[config.mk]
export PLATFORM = sky130hd
export DESIGN_NAME = serial_adder
export DESIGN_NICKNAME = d
export VERILOG_FILES = /design/src/rtl/serial_adder_pkg.sv /design/src/rtl/fa_bit.sv /design/src/rtl/serial_adder.sv
export SDC_FILE = /design/constraint.sdc
export NUM_CORES = 1
export LEC_CHECK = 0
export BUFFER_PORTS_ARGS = -buffer_cell sky130_fd_sc_hd__buf_2
export CAP_MARGIN = 20
export CORE_MARGIN = 4
export CORE_UTILIZATION = 47
export DETAILED_ROUTE_END_ITERATION = 8
export GPL_ROUTABILITY_DRIVEN = 0
export GPL_TIMING_DRIVEN = 0
export HOLD_SLACK_MARGIN = 0.03
export PLACE_DENSITY_LB_ADDON = 0.15
export SYNTH_ARGS = -nofsm -noshare
export SYNTH_HDL_FRONTEND = slang
export SYNTH_SLANG_ARGS = --single-unit
[constraint.sdc]
create_clock -name clk -period 1.5 [get_ports clk]
set_input_delay 0.3 -clock clk [delete_from_list [all_inputs] [get_ports clk]]
set_output_delay 0.3 -clock clk [all_outputs]
set_load 0.05 [all_outputs]
[src/rtl/serial_adder_pkg.sv]
// serial_adder_pkg: FSM state encoding and counter width helper for serial_adder
package serial_adder_pkg;
  typedef enum logic [1:0] {IDLE = 2'd0, RUN = 2'd1, DONE = 2'd2} state_t;
  function automatic int cnt_w(int w);
    return $clog2(w + 1);
  endfunction
endpackage

[src/rtl/fa_bit.sv]
// fa_bit: single-bit full adder; x,y,ci in -> s sum, co carry out
module fa_bit (
  input  logic x,
  input  logic y,
  input  logic ci,
  output logic s,
  output logic co
);
  assign s  = x ^ y ^ ci;
  assign co = (x & y) | (ci & (x ^ y));
endmodule

[src/rtl/serial_adder.sv]
// serial_adder: LSB-first bit-serial a+b+c_in with start/busy/done; sum/c_out valid from done until next accepted start
module serial_adder
  import serial_adder_pkg::*;
#(
  parameter int WIDTH = 8
) (
  input  logic             clk,
  input  logic             rst_n,
  input  logic             start,
  input  logic [WIDTH-1:0] a,
  input  logic [WIDTH-1:0] b,
  input  logic             c_in,
  output logic             busy,
  output logic             done,
  output logic [WIDTH-1:0] sum,
  output logic             c_out
);
  localparam int CW = cnt_w(WIDTH);
  state_t state, state_nx;
  logic [WIDTH-1:0] a_sh, b_sh;
  logic [CW-1:0] cnt;
  logic carry, s, co, last, accept;
  fa_bit u_fa (.x(a_sh[0]), .y(b_sh[0]), .ci(carry), .s(s), .co(co));
  assign last   = cnt == CW'(WIDTH - 1);
  assign accept = start && state != RUN;
  assign busy   = state == RUN;
  assign done   = state == DONE;
  assign c_out  = carry;
  always_comb begin
    state_nx = state;
    state_nx = (state == RUN) ? (last ? DONE : RUN) : (start ? RUN : IDLE);
  end
  always_ff @(posedge clk or negedge rst_n)
    if (!rst_n) state <= IDLE;
    else state <= state_nx;
  always_ff @(posedge clk or negedge rst_n)
    if (!rst_n) begin
      a_sh  <= '0;
      b_sh  <= '0;
      sum   <= '0;
      carry <= 1'b0;
      cnt   <= '0;
    end else if (accept) begin
      a_sh  <= a;
      b_sh  <= b;
      carry <= c_in;
      cnt   <= '0;
    end else if (state == RUN) begin
      sum   <= (sum >> 1) | (WIDTH'(s) << (WIDTH - 1));
      a_sh  <= a_sh >> 1;
      b_sh  <= b_sh >> 1;
      carry <= co;
      cnt   <= last ? '0 : cnt + 1'b1;
    end
endmodule

==> results of run 1 <==
==> state kept, by name, summed over array words and instances (netlist names) <==
register  cells
a_sh          8
cnt           4
sum           8
state         2
b_sh          8
c_out         1
==> power groups by stage <==
stage / clock (mW) / sequential [mW] / combinational, mW
after global routing: 0.507 / 1.48 / 2.08
after detailed placement: 0 / 1.44 / 1.70
after global placement: 0 / 1.42 / 1.65
final: 0.459 / 1.42 / 1.87
after floorplan: 0 / 1.78 / 0.927
after CTS: 0.474 / 1.43 / 1.76
==> metal layers <==
metal	share of wire (%)	GRT usage (%)
met1	45	18.9
met2	47	25.1
met3	6.0	6.20
met4	1.7	7.27
met5	0	0
==> kinds of logic after synthesis <==
logic type,count (synthesis),synth area share (%)
AO/OA/AOI/OAI,20,7.85
adder cells (fa/ha/maj),2,2.37
buffers and inverters,8,3.38
flip-flops,31,56.6
multiplexers,18,13.5
AND/OR/NAND/NOR,53,16.3
==> cell type report <==
| class | instances | area [µm²] | area share (%) |
|---|---|---|---|
| Sequential cell | 31 | 776 | 46.4 |
| Timing Repair Buffer | 35 | 205 | 12.3 |
| Buffer | 6 | 35.0 | 2.10 |
| Clock inverter | 1 | 5.00 | 0.300 |
| Tap cell | 31 | 38.8 | 2.32 |
| Inverter | 1 | 16.3 | 0.974 |
| Multi-Input combinational cell | 93 | 549 | 32.9 |
| Clock buffer | 7 | 45.0 | 2.70 |
==> what timing repair did <==
| item | in CTS | in global routing |
|---|---|---|
| hold buffers | 1 | 0 |
| endpoints found under the hold margin | 31 | 0 |
| buffers inserted | 0 | 5 |
| pin swaps | 0 | 0 |
| endpoints found under the setup margin | 1 | 2 |
| resized for setup | 5 | 2 |
==> cell usage after synthesis (2+ instances only) <==
cell                      instances  area [µm²]
sky130_fd_sc_hd__mux2i_1         17         170
sky130_fd_sc_hd__a21oi_1          2        10.0
sky130_fd_sc_hd__nand2_1         40         150
sky130_fd_sc_hd__o21ai_0         16        80.1
sky130_fd_sc_hd__nor2_1           6        22.5
sky130_fd_sc_hd__dfrtp_1         31         776
sky130_fd_sc_hd__buf_4            2        15.0
sky130_fd_sc_hd__buf_2            4        20.0
==> worst min-delay path, cell delays in order <==
cell and delay, ns:
sky130_fd_sc_hd__buf_2 0.07, sky130_fd_sc_hd__mux2i_1 0.06, sky130_fd_sc_hd__nor2_1 0.08
==> how the worst min path moves through the flow <==
| stage | start | to | slack [ns] | cells past startpoint |
|---|---|---|---|---|
| finish | a[7] | a_sh[7]$_DFFE_PN0P_ | 0.20 | 3 |
| CTS | a[7] | a_sh[7]$_DFFE_PN0P_ | 0.20 | 3 |
| global route | a[7] | a_sh[7]$_DFFE_PN0P_ | 0.20 | 3 |
| detailed placement | rst_n | state[1]$_DFF_PN0_ | 0.37 | 1 |
| global placement | rst_n | cnt[2]$_DFFE_PN0P_ | 0.37 | 1 |
| floorplan | rst_n | a_sh[0]$_DFFE_PN0P_ | 0.004 | 0 |
==> metrics.log, run 1 <==
[metrics] detailed-route vias per instance: between 4 and 5
[metrics] Layout Area Growth over Synthesis: 21.8%
[metrics] number of global-route vias before repair: about 940
[metrics] Post-Synthesis Cells: approximately 130
[metrics] result of the run: completed
[metrics] data required time at the worst endpoint: roughly 1.2 ns
[metrics] timing endpoint of the critical path: busy
[metrics] total standard cell area after synthesis: between 1000 and 1500 µm²
[metrics] CP max stage delay: roughly 0.38 ns
[metrics] commonest non-fill, non-tap cells in the layout: sky130_fd_sc_hd__nand2_1 (40), sky130_fd_sc_hd__dfrtp_1 (31), sky130_fd_sc_hd__buf_2 (30), sky130_fd_sc_hd__mux2i_1 (17), sky130_fd_sc_hd__o21ai_0 (16)
[metrics] TritonCTS clock tree: built
[metrics] Arr. time, crit path: ~1.1 ns
[metrics] capturing point of the worst reg2reg path: a_sh[2]$_DFFE_PN0P_
[metrics] Remaining DRCs: 0
[metrics] net count after synthesis: 154
[metrics] Ant. Diodes: 0
[metrics] level count of the clock H-tree: 2
[metrics] total congestion overflow after global routing: 0
[metrics] mean area per synthesized cell: between 10 and 15 µm²
[metrics] worst skew pair latency: approximately 0.34 ns
[metrics] power dissipated by switching net loads: about 1.7 mW
[metrics] filler instances: between 200 and 300
[metrics] detailed placer's ending HPWL: about 1.9 mm
[metrics] starting density of the core: a little under 50%
[metrics] Critical path buffers and inverters: 2
[metrics] number of vias after detailed routing: 1,024
[metrics] core area: around 2800 µm²
[metrics] crit-path cells: nand2b_4 -> clkinv_8 -> buf_8
[metrics] internal power: 2.04 mW
[metrics] number of CTS-inserted buffers: 5
[metrics] post-placement cell area: about 1600 µm²
[metrics] post-synthesis async set-or-reset flop share: 100%
[metrics] total negative slack for setup checks: 0 ns
[metrics] path class of the lowest-slack min-delay path: input pin to flop
[metrics] power per cell area: roughly 2200 nW/µm²
[metrics] number of flops mapped to enable cells by yosys: 0
[metrics] Stages on worst setup path: 3
[metrics] Ys Warns: 0
[metrics] fraction of the yosys area taken by sequential cells: 56.6%
[metrics] final worst setup slack: ~0.077 ns
[metrics] number of violations reported at the end of detailed-routing iteration 0: 25
[metrics] final setup skew: ~0.0057 ns
[metrics] setup slack of the worst register-to-register path: approximately 0.21 ns
[metrics] source of the critical timing path: state[1]$_DFF_PN0_
[metrics] kind of critical path: flop to output pin
[metrics] number of port buffers: 29
[metrics] Final Total Pwr: 3.75 mW
[metrics] post-synthesis cell type count: 22
[metrics] IR Drop Worst-Case VDD: roughly 1.8 mV
[metrics] cell with the largest stage delay on the worst path: sky130_fd_sc_hd__dfrtp_1
[metrics] part of the total power dissipated in combinational logic: roughly 50%
[metrics] # rows: 19
[metrics] Clock power frac: 12.2%
[metrics] flip-flop cell with the highest count after synthesis: sky130_fd_sc_hd__dfrtp_1
[metrics] number of setup violations in the final report: 0
[metrics] first-pass GRT wire length: ~4.3 mm
[metrics] number of cells in the finished layout apart from fillers: about 210
[metrics] Clk pin slew, worst setup/hold paths: 0.09 ns
[metrics] count of cells along the worst register-to-register path: 5
[metrics] Switching Share: 45.7%
[metrics] peak fanout along the critical path: 12
[metrics] share of final-layout standard cells stronger than drive strength 1: between 20 and 30%
[metrics] leading cell type in the layout, fill and taps excluded: sky130_fd_sc_hd__nand2_1
[metrics] register share of total power: between 30 and 40%
[metrics] global router's overall resource usage: between 10% and 20%
[metrics] DR WL/cell: 13.0 µm
[metrics] die width: approximately 62 µm
[metrics] Reg-to-Reg Start: state[0]$_DFF_PN0_
[metrics] Post-Place Worst Slack: roughly 0.07 ns
[metrics] Critical Path Sink Type: output pin
[metrics] top cell family by delay on the critical path: flip-flops
[metrics] die height: 62.0 µm
[metrics] Max Fclk: 703 MHz
[metrics] flip-flop and latch count after synthesis: 31
[metrics] Final Net Count: about 200
[metrics] post-route standard cell area excluding fillers: 1670 µm²
[metrics] number of buffers on the longest clock path: 2
[metrics] Cells after DPL: roughly 190
[metrics] worst hold margin: ~0.20 ns
[metrics] die area: 3850 µm²
[metrics] Post-Route WL: about 2.7 mm
[metrics] Min Clock Period, post-route: roughly 1.4 ns
[metrics] final core area utilization: 60.1%
[metrics] pin count of the biggest net entering global routing: 32
[metrics] post-route clock period utilization: a little over nine tenths
[metrics] MaxCap Viol Count: 0
[metrics] Num Clock Sinks: 31
[metrics] relative slew slack: 55.6%
[metrics] pin slew with the least headroom to its limit: around 0.67 ns
[metrics] kind of start point of the critical path: flop
[metrics] number of hold-slack violations in the final timing report: 0
[metrics] DR pass1 iterations: 4
[metrics] antenna violations before repair: 0
[metrics] final number of max-transition violations: 0
[metrics] RSZ-0062 raised after global routing: no
[metrics] number of nets with antenna violations after detailed routing: 0
[metrics] top-level I/O count: 31
[metrics] Clock Root Buffer: sky130_fd_sc_hd__clkbuf_4
[metrics] leakage component of the power: about 0.89 nW
Power figures use the tool's default switching activity.
==> run 2: changes to the inputs <==
--- a/config.mk
+++ b/config.mk
@@ -16,4 +16,5 @@
 export PLACE_DENSITY_LB_ADDON = 0.15
 export SYNTH_ARGS = -nofsm -noshare
 export SYNTH_HDL_FRONTEND = slang
+export SYNTH_HIERARCHICAL = 1
 export SYNTH_SLANG_ARGS = --single-unit
==> metrics.log, run 2 <==
[metrics] post-route clock period utilization: between 90% and 100%
[metrics] Reg-to-Reg Start: state[1]$_DFF_PN0_
[metrics] kind of start point of the critical path: flop
[metrics] number of port buffers: 30
[metrics] fraction of the yosys area taken by sequential cells: between 50% and 60%
[metrics] worst hold margin: around 0.2 ns
[metrics] Post-Synthesis Cells: roughly 130
[metrics] starting density of the core: 49.7%
[metrics] top cell family by delay on the critical path: flip-flops
[metrics] leading cell type in the layout, fill and taps excluded: sky130_fd_sc_hd__nand2_1
[metrics] highest signal layer in the routed design: met4
[metrics] most used standard cells in the synthesized netlist: sky130_fd_sc_hd__nand2_1 (40), sky130_fd_sc_hd__dfrtp_1 (31), sky130_fd_sc_hd__mux2i_1 (18)
[metrics] mean area per synthesized cell: between 10 and 15 µm²
[metrics] path class of the lowest-slack min-delay path: input pin to flop
[metrics] number of cells in the finished layout apart from fillers: about 200
[metrics] Cells after DPL: 194
[metrics] post-synth top area share: between 50% and 60%
[metrics] post-synthesis async set-or-reset flop share: between 90% and 100%
[metrics] number of vias after detailed routing: roughly 1.0k
[metrics] # rows: 19
[metrics] setup slack of the worst register-to-register path: 0.16 ns
[metrics] Remaining DRCs: 0
[metrics] post-placement cell area: 1570 µm²
[metrics] detailed placer's ending HPWL: ~2.0 mm
[metrics] die area: around 3900 µm²
[metrics] core area: 2780 µm²
[metrics] number of setup violations in the final report: 0
[metrics] CP max stage delay: about 0.4 ns
[metrics] flip-flop and latch count after synthesis: 31
[metrics] Ant. Diodes: 0
[metrics] power per cell area: around 2300 nW/µm²
[metrics] die height: 62.2 µm
[metrics] global router's overall resource usage: 16.0%
[metrics] TritonCTS clock tree: built
[metrics] total congestion overflow after global routing: 0
[metrics] total standard cell area after synthesis: around 1400 µm²
[metrics] Clock Root Buffer: sky130_fd_sc_hd__clkbuf_4
[metrics] filler instances: between 200 and 300
[metrics] Final Total Pwr: 3.96 mW
[metrics] cell taking the most area after synthesis: sky130_fd_sc_hd__dfrtp_1
[metrics] final worst setup slack: slightly below 0.09 ns
[metrics] worst skew pair latency: between 0.3 and 0.4 ns
[metrics] IR Drop Worst-Case VDD: ~1.6 mV
[metrics] level count of the clock H-tree: 2
[metrics] net count after synthesis: about 160
[metrics] cell with the largest stage delay on the worst path: sky130_fd_sc_hd__dfrtp_1
[metrics] MaxCap Viol Count: 0
[metrics] Max Fclk: ~710 MHz
[metrics] RSZ-0062 raised after global routing: no
[metrics] commonest non-fill, non-tap cells in the layout: sky130_fd_sc_hd__nand2_1 (40), sky130_fd_sc_hd__buf_2 (33), sky130_fd_sc_hd__dfrtp_1 (31), sky130_fd_sc_hd__mux2i_1 (18), sky130_fd_sc_hd__o21ai_0 (16)
[metrics] final setup skew: ~0.0077 ns
[metrics] pin count of the biggest net entering global routing: 32
[metrics] final core area utilization: between 60% and 70%
[metrics] relative slew slack: a little over half
[metrics] result of the run: completed
[metrics] leakage component of the power: around 0.91 nW
[metrics] post-synthesis cell type count: 21
[metrics] DR pass1 iterations: 4
[metrics] detailed-route vias per instance: between 5 and 6
[metrics] Clk pin slew, worst setup/hold paths: 0.10 ns
[metrics] met3 wire length: about 170 µm
[metrics] most common cell in the synthesized netlist: sky130_fd_sc_hd__nand2_1
[metrics] number of global-route vias before repair: 1,102
[metrics] number of flops mapped to enable cells by yosys: 0
[metrics] Switching Share: between 40% and 50%
[metrics] number of violations reported at the end of detailed-routing iteration 0: 55
[metrics] Post-Route WL: 2.77 mm
[metrics] wire length on met2: approximately 1.4 mm
[metrics] Min Clock Period, post-route: 1.41 ns
[metrics] Layout Area Growth over Synthesis: 22.3%
[metrics] Arr. time, crit path: between 1 and 1.5 ns
[metrics] total negative slack for setup checks: 0 ns
[metrics] timing endpoint of the critical path: done
[metrics] number of CTS-inserted buffers: 5
[metrics] Clock power frac: ~17%
[metrics] DR WL/cell: between 10 and 15 µm
[metrics] pin slew with the least headroom to its limit: between 0.6 and 0.7 ns
[metrics] count of cells along the worst register-to-register path: 5
[metrics] die width: ~62 µm
[metrics] number of hold-slack violations in the final timing report: 0
[metrics] internal power: about 2.2 mW
[metrics] part of the total power dissipated in combinational logic: a little under half
[metrics] number of nets with antenna violations after detailed routing: 0
[metrics] Stages on worst setup path: 2
[metrics] register share of total power: 35.9%
[metrics] antenna violations before repair: 0
[metrics] biggest registers after layout: a_sh: 8 flops, b_sh: 8 flops, sum: 8 flops
[metrics] flip-flop cell with the highest count after synthesis: sky130_fd_sc_hd__dfrtp_1
[metrics] peak fanout along the critical path: 2
[metrics] data required time at the worst endpoint: between 1 and 1.5 ns
[metrics] source of the critical timing path: state[0]$_DFF_PN0_
[metrics] Critical path buffers and inverters: 1
[metrics] number of buffers on the longest clock path: 2
[metrics] WL met1: 1.16 mm
[metrics] Ys Warns: 6
[metrics] top-level I/O count: 31
[metrics] Num Clock Sinks: 31
[metrics] post-route standard cell area excluding fillers: about 1700 µm²
[metrics] capturing point of the worst reg2reg path: b_sh[5]$_DFFE_PN0P_
[metrics] Final Net Count: slightly below 200
[metrics] kind of critical path: flop to output pin
[metrics] power dissipated by switching net loads: ~1.7 mW
[metrics] first-pass GRT wire length: 4.88 mm
[metrics] share of final-layout standard cells stronger than drive strength 1: roughly 28%
[metrics] Synth area leaders: sky130_fd_sc_hd__dfrtp_1 (56%), sky130_fd_sc_hd__mux2i_1 (13%), sky130_fd_sc_hd__nand2_1 (11%), sky130_fd_sc_hd__o21ai_0 (5.8%), sky130_fd_sc_hd__buf_2 (2.2%)
[metrics] final number of max-transition violations: 0
[metrics] Post-Place Worst Slack: -0.0142 ns
[metrics] Critical Path Sink Type: output pin
[metrics] crit-path cells: nor2b_1 -> buf_2
## run 2: cell types whose count changed after synthesis, sizes merged
cell and delta:
a211o -1, mux2i +1, buf +1, a22o +1, nand3 -1, nor3 +1
nor4 -1
## run 2: worst register-to-register path: cells and delay by family (launching register included)
kind | cells | cell delay (ns)
compound gates | 1 | 0.17
buf+inv | 3 | 0.49
flops | 1 | 0.39
simple gates | 1 | 0.16
## run 2: repair_timing
item,CTS,global route
cloned,0,0
setup endpoints to repair,1,18
endpoints found under the hold margin,31,0
hold buffers,1,0
buffers inserted,1,1
resized for setup,6,3
## run 2: cells by family after synthesis
logic type	count (synthesis)	share of synthesized area, %
and+or+nand+nor	52	15.8
DFF	31	56.2
AOI/OAI and AO/OA	20	8.06
muxes	19	14.1
buffers and inverters	9	3.53
adders and majority gates	2	2.35
## run 2: routing by layer
layer	vias up	track usage (%)
li1	515	-
met1	495	17.9
met2	27	26.4
met3	6	6.85
met4	0	6.50
met5	-	0
## run 2: power by group through the flow
stage                     registers, mW  logic [mW]  clock network, mW
after floorplan                    1.77       0.981                  0
after global placement             1.42        1.71                  0
after detailed placement           1.44        1.76                  0
after CTS                          1.43        1.89              0.704
after global routing               1.48        2.05              0.743
final                              1.42        1.85              0.689
## run 2: worst min path at each step
stage          cells past startpoint             endpoint   from  slack, ns
4_1_cts                            3  a_sh[7]$_DFFE_PN0P_   a[7]       0.19
6_report                           3  a_sh[7]$_DFFE_PN0P_   a[7]       0.20
3_3_place_gp                       1   cnt[3]$_DFFE_PN0P_  rst_n       0.37
2_1_floorplan                      0  a_sh[0]$_DFFE_PN0P_  rst_n      0.004
5_1_grt                            3   cnt[1]$_DFFE_PN0P_  start       0.24
3_5_place_dp                       1   sum[0]$_DFFE_PN0P_  rst_n       0.39
## run 2: final cells by class
class	count	area, µm²	share of cell area [%]
Timing Repair Buffer	33	194	11.5
Clock buffer	6	51.3	3.04
Tap cell	31	38.8	2.30
Buffer	6	31.3	1.85
Sequential cell	31	776	45.9
Multi-Input combinational cell	93	557	33.0
Inverter	1	6.26	0.370
Clock inverter	2	35.0	2.07
